===== config.mk =====
export PLATFORM = sky130hd
export DESIGN_NAME = spi_xfer_ctrl
export DESIGN_NICKNAME = d
export VERILOG_FILES = /design/src/rtl/spi_xfer_ctrl.sv
export SDC_FILE = /design/constraint.sdc
export NUM_CORES = 1
export LEC_CHECK = 0
export BUFFER_PORTS_ARGS = -buffer_cell sky130_fd_sc_hd__buf_2
export CAP_MARGIN = 20
export CELL_PAD_IN_SITES_DETAIL_PLACEMENT = 0
export CELL_PAD_IN_SITES_GLOBAL_PLACEMENT = 2
export CORE_ASPECT_RATIO = 0.75
export CORE_MARGIN = 5
export CORE_UTILIZATION = 39
export CTS_CLUSTER_DIAMETER = 60
export DETAILED_ROUTE_END_ITERATION = 16
export MAX_ROUTING_LAYER = met4
export PLACE_DENSITY_LB_ADDON = 0.1
export SYNTH_ARGS = -nofsm -noshare
export SYNTH_HDL_FRONTEND = slang
export SYNTH_SLANG_ARGS = --single-unit
export TNS_END_PERCENT = 10

===== constraint.sdc =====
create_clock -name pclk -period 3.1 [get_ports pclk]
set_input_delay 0.155 -clock pclk [delete_from_list [all_inputs] [get_ports pclk]]
set_output_delay 0.155 -clock pclk [all_outputs]
set_load 0.02 [all_outputs]

===== src/rtl/spi_xfer_ctrl.sv =====
// SPI master frame controller: pops TX words, shifts one frame per word
// on sck/mosi/miso and pushes the received word into the RX FIFO.
module spi_xfer_ctrl #(
  parameter int DW    = 8,
  parameter int DIV_W = 8
) (
  input  logic             pclk,
  input  logic             preset_n,
  input  logic             cr_en,
  input  logic             cpol,
  input  logic             cpha,
  input  logic             lsb_first,
  input  logic [DIV_W-1:0] br_div,
  input  logic             tfifo_empty,
  input  logic [DW-1:0]    tfifo_rdata,
  output logic             tfifo_ren,
  input  logic             rfifo_full,
  output logic             rfifo_wen,
  output logic [DW-1:0]    rfifo_wdata,
  input  logic             miso,
  output logic             sck,
  output logic             mosi,
  output logic             ss_n,
  output logic             busy,
  output logic             done,
  input  logic             ovr_clr,
  output logic             ovr_err
);

  localparam int EW = $clog2(2 * DW);
  localparam logic [EW-1:0] LAST = EW'(2 * DW - 1);

  typedef enum logic [1:0] {
    IDLE,
    SETUP,
    SHIFT,
    HOLD
  } state_e;

  state_e           state_q, state_d;
  logic [DIV_W-1:0] div_q, div_d;
  logic [DIV_W-1:0] cnt_q, cnt_d;
  logic [EW-1:0]    edge_q, edge_d;
  logic [DW-1:0]    tx_q, tx_d;
  logic [DW-1:0]    rx_q, rx_d;
  logic             cpol_q, cpol_d;
  logic             cpha_q, cpha_d;
  logic             lsb_q, lsb_d;
  logic             sck_q, sck_d;
  logic             mosi_q, mosi_d;
  logic             ss_n_q, ss_n_d;
  logic             busy_q, busy_d;
  logic             ovr_q, ovr_d;

  logic start, tick, fin, drv, smp;

  function automatic logic head_bit(
    input logic [DW-1:0] d,
    input logic          lsb
  );
    return lsb ? d[0] : d[DW-1];
  endfunction

  function automatic logic [DW-1:0] adv(
    input logic [DW-1:0] d,
    input logic          lsb
  );
    return lsb ? (d >> 1) : (d << 1);
  endfunction

  // Pop is gated by reset so no strobe leaks out while held in reset.
  assign start = preset_n & (state_q == IDLE)
               & cr_en & ~tfifo_empty;
  assign tick  = (cnt_q == div_q);
  assign fin   = (state_q == HOLD) & tick;
  assign drv   = (state_q == SHIFT) & tick
               & (cpha_q ? ~edge_q[0]
                         : (edge_q[0] & (edge_q != LAST)));
  assign smp   = (state_q == SHIFT) & tick
               & (cpha_q ? edge_q[0] : ~edge_q[0]);

  assign tfifo_ren   = start;
  assign done        = fin;
  assign rfifo_wen   = fin & ~rfifo_full;
  assign rfifo_wdata = rx_q;
  assign sck         = sck_q;
  assign mosi        = mosi_q;
  assign ss_n        = ss_n_q;
  assign busy        = busy_q;
  assign ovr_err     = ovr_q;

  always_comb begin
    state_d = state_q;
    div_d   = div_q;
    cnt_d   = tick ? '0 : cnt_q + DIV_W'(1);
    edge_d  = edge_q;
    tx_d    = tx_q;
    rx_d    = rx_q;
    cpol_d  = cpol_q;
    cpha_d  = cpha_q;
    lsb_d   = lsb_q;
    sck_d   = sck_q;
    mosi_d  = mosi_q;
    ss_n_d  = ss_n_q;
    busy_d  = busy_q;
    // A set in the same cycle as a clear wins.
    ovr_d   = (ovr_q & ~ovr_clr) | (fin & rfifo_full);

    unique case (state_q)
      IDLE: begin
        cnt_d  = '0;
        edge_d = '0;
        sck_d  = cpol;
        mosi_d = 1'b0;
        ss_n_d = 1'b1;
        busy_d = 1'b0;
        if (start) begin
          state_d = SETUP;
          div_d   = br_div;
          cpol_d  = cpol;
          cpha_d  = cpha;
          lsb_d   = lsb_first;
          ss_n_d  = 1'b0;
          busy_d  = 1'b1;
          if (cpha) begin
            tx_d = tfifo_rdata;
          end else begin
            mosi_d = head_bit(tfifo_rdata, lsb_first);
            tx_d   = adv(tfifo_rdata, lsb_first);
          end
        end
      end
      SETUP: begin
        if (tick) state_d = SHIFT;
      end
      SHIFT: begin
        if (tick) begin
          sck_d  = ~sck_q;
          edge_d = edge_q + EW'(1);
          if (drv) begin
            mosi_d = head_bit(tx_q, lsb_q);
            tx_d   = adv(tx_q, lsb_q);
          end
          if (smp) begin
            rx_d = lsb_q ? {miso, rx_q[DW-1:1]}
                         : {rx_q[DW-2:0], miso};
          end
          if (edge_q == LAST) begin
            state_d = HOLD;
            edge_d  = '0;
          end
        end
      end
      HOLD: begin
        if (tick) begin
          state_d = IDLE;
          sck_d   = cpol;
          mosi_d  = 1'b0;
          ss_n_d  = 1'b1;
          busy_d  = 1'b0;
        end
      end
    endcase
  end

  always_ff @(posedge pclk or negedge preset_n) begin
    if (!preset_n) begin
      state_q <= IDLE;
      div_q   <= '0;
      cnt_q   <= '0;
      edge_q  <= '0;
      tx_q    <= '0;
      rx_q    <= '0;
      cpol_q  <= 1'b0;
      cpha_q  <= 1'b0;
      lsb_q   <= 1'b0;
      sck_q   <= 1'b0;
      mosi_q  <= 1'b0;
      ss_n_q  <= 1'b1;
      busy_q  <= 1'b0;
      ovr_q   <= 1'b0;
    end else begin
      state_q <= state_d;
      div_q   <= div_d;
      cnt_q   <= cnt_d;
      edge_q  <= edge_d;
      tx_q    <= tx_d;
      rx_q    <= rx_d;
      cpol_q  <= cpol_d;
      cpha_q  <= cpha_d;
      lsb_q   <= lsb_d;
      sck_q   <= sck_d;
      mosi_q  <= mosi_d;
      ss_n_q  <= ss_n_d;
      busy_q  <= busy_d;
      ovr_q   <= ovr_d;
    end
  end

endmodule

==> results.yml <==
status:
  status: "complete, no violations"
detailed_routing:
  wl_per_cell_um: 15.7
  firstDrtPassIters: 4
  routed_wl_um: 6100
  drt-initial-drc-count: 57
  drc: 0
  ant_nets: 0
  vias_per_cell: 5.02
  vias: 1954
sta:
  fmax_ghz: 0.422
  hold_ws_ns: 0.0157
  tns_ns: 0
  slew_viol_final: 0
  final-setup-viol-count: 0
  finClkSkew_ns: 0.00610
  period_minus_slack_ns: 2.37
  worstMarginPinSlew_ns: 0.585
  fin_crit_sh_pct: 76.4
  finalHoldViolations: 0
  rsz0062_at_grt: "false"
  slew_headroom_pct: 60.9
die:
  die-area_um2: 8580
  io_pins: 42
  core_um2: 6730
  initial_core_util_pct: 39.4
  die_w_um: 105
  num_rows: 26
  die_h_um: 81.5
clock_tree:
  tritoncts: "built"
  cts_resized: 0
  cts_max_path_buffers: 2
  clkTransAtPathRegs_ns: 0.09
  clockRootBuffer: "clkbuf_8"
  cts.sinks: 45
  post_cts_buffers: 0
  cts.htree.levels: 2
  insertion_delay_ns: 0.29
  cts_buffers: 5
  hold_buffers: 0
job:
  max-cap-violations: 0
layout:
  final_common_cell: "dfrtp_1"
  area_delta_synth_final_pct: 16.4
  drive_above_1_share_pct: 31.5
  multi_input_area_um2: 1440
  num_antenna_cells: 0
  layout_common_cells: "44 x dfrtp_1, 41 x buf_2, 40 x nand2_1"
  area.sequential_um2: 1130
  nNetsFinal: 337
  n_fill_cell: 664
power:
  power.density_nw_per_um2: 841
  irDropWorstVdd_v: 0.000227
  cellLeakagePower_uw: 0.00149
synth:
  ys_ff_latch: 45
  ys_seq_area_share_pct: 42.4
  synth-async-reset-ratio_pct: 100
  synth.avg_cell_area_um2: 10.2
  yosysWarnings: 0
  synth_fp_nets: 294
  ys_types: 37
  synth_cells: 261
  synth_edf_count: 0
  syn_area_um2: 2660
  synth-main-ff-cell: "dfrtp_1"
global_routing:
  grt_pass1_vias: 2041
  antenna_found_initial: 0
  grt_pass1_wl_um: 10500
  grt_overflow: 0
  grt_use_total_pct: 16.0
  grt_max_degree: 46
worst_setup_path:
  cp.arrival_ns: 2.55
  crit_required_ns: 3.28
  rr_startpoint: "state_q[0]$_DFFE_PN0P_"
  critPathCaptureType: "flop"
  r2r_slack_ns: 0.73
  crit_path_start_kind: "flop"
  crit_start: "state_q[0]$_DFFE_PN0P_"
  critPathKind: "reg2reg"
  cp_max_fo: 12
placement:
  io_buffers: 41
  dp_hpwl_um: 4490
  globalplace.congestion: 0.792
min_path:
  hold_path.class: "in2async"
per-stage QoR:
| stage | total power, uW | instance area [um2] | instances | setup WS, ns | util [%] |
|---|---|---|---|---|---|
| after floorplan | 1840 | 2660 | 261 | 1.11 | - |
| final | 2600 | 3090 | 389 | 0.732 | 45.9 |
| after detailed placement | 2160 | 2970 | 381 | 0.730 | 44.1 |
| after global placement | 2160 | 2970 | 381 | 0.817 | 44.1 |
| after CTS | 2640 | 3090 | 389 | 0.718 | 45.9 |
| after global routing | 2810 | 3090 | 389 | 0.502 | 45.9 |
worst max-delay path: stages (launching register included):
cell and delay, ns:
dfrtp_1 0.42, inv_1 0.14, ha_1 0.35, inv_1 0.29
nor4b_4 0.64, mux2_2 0.40
report_power, final:
| group | total, uW | internal, uW | switching, uW | leakage [uW] |
|---|---|---|---|---|
| clock | 465 | 262 | 203 | 0.0000574 |
| combinational | 1180 | 515 | 662 | 0.000839 |
| sequential | 958 | 784 | 174 | 0.000592 |
| total | 2600 | 1560 | 1040 | 0.00149 |
cell families (layout without fill, tap and decap cells):
family	Yosys count	in the layout	share of synthesized area [%]
mux	47	47	19.2
xor+xnor	15	15	5.79
fa+ha+maj	7	7	3.30
buf+inv	23	67	3.34
compound gates	37	37	9.37
simple gates	87	87	16.5
flops	45	45	42.4
state kept, by name, indices dropped and copies added, names as in the netlist, 2 cells and up:
name / count
cnt_q: 8
div_q: 8
rfifo_wdata: 8
tx_q: 8
edge_q: 4
state_q: 2
cell type report:
cell class / count / share of cell area [%]
Timing Repair Buffer: 48 / 8.34
Multi-Input combinational cell: 193 / 46.6
Inverter: 11 / 1.34
Tap cell: 84 / 3.40
Clock buffer: 6 / 2.67
Clock inverter: 2 / 1.21
Sequential cell: 45 / 36.5
per-layer routing:
metal | global-route usage (%) | up-vias | part of all wire, %
li1 | - | 1000 | -
met1 | 23.6 | 912 | 55
met5 | - | - | 0
met2 | 22.5 | 37 | 41
met4 | 3.54 | 0 | 0.66
met3 | 3.22 | 5 | 4.0
final timing paths:
check,endpoint,depth (start not counted)
setup reg to reg,rfifo_wdata[3]$_DFFE_PN0P_,5
min in group pclk,div_q[3]$_DFFE_PN0P_,3
hold / removal,div_q[4]$_DFFE_PN0P_,2
setup / recovery,rfifo_wdata[3]$_DFFE_PN0P_,5
hold reg to reg,ovr_err$_DFF_PN0_,1
max in group asynchronous,edge_q[0]$_DFFE_PN0P_,2
synthesized netlist by cell type (5+ instances only):
master,count,share of area [%]
ha_1,7,3.3
mux2_2,32,14
inv_1,11,1.6
dfrtp_1,44,41
nor2_1,19,2.7
nor3_1,7,1.3
o32ai_1,6,2.0
o21ai_0,9,1.7
nand2_1,40,5.7
clkbuf_1,8,1.1
mux2i_1,15,5.7
a21oi_1,8,1.5
xnor2_1,10,3.3
and3_1,5,1.2
No activity file was read; power rests on OpenSTA's default activity.
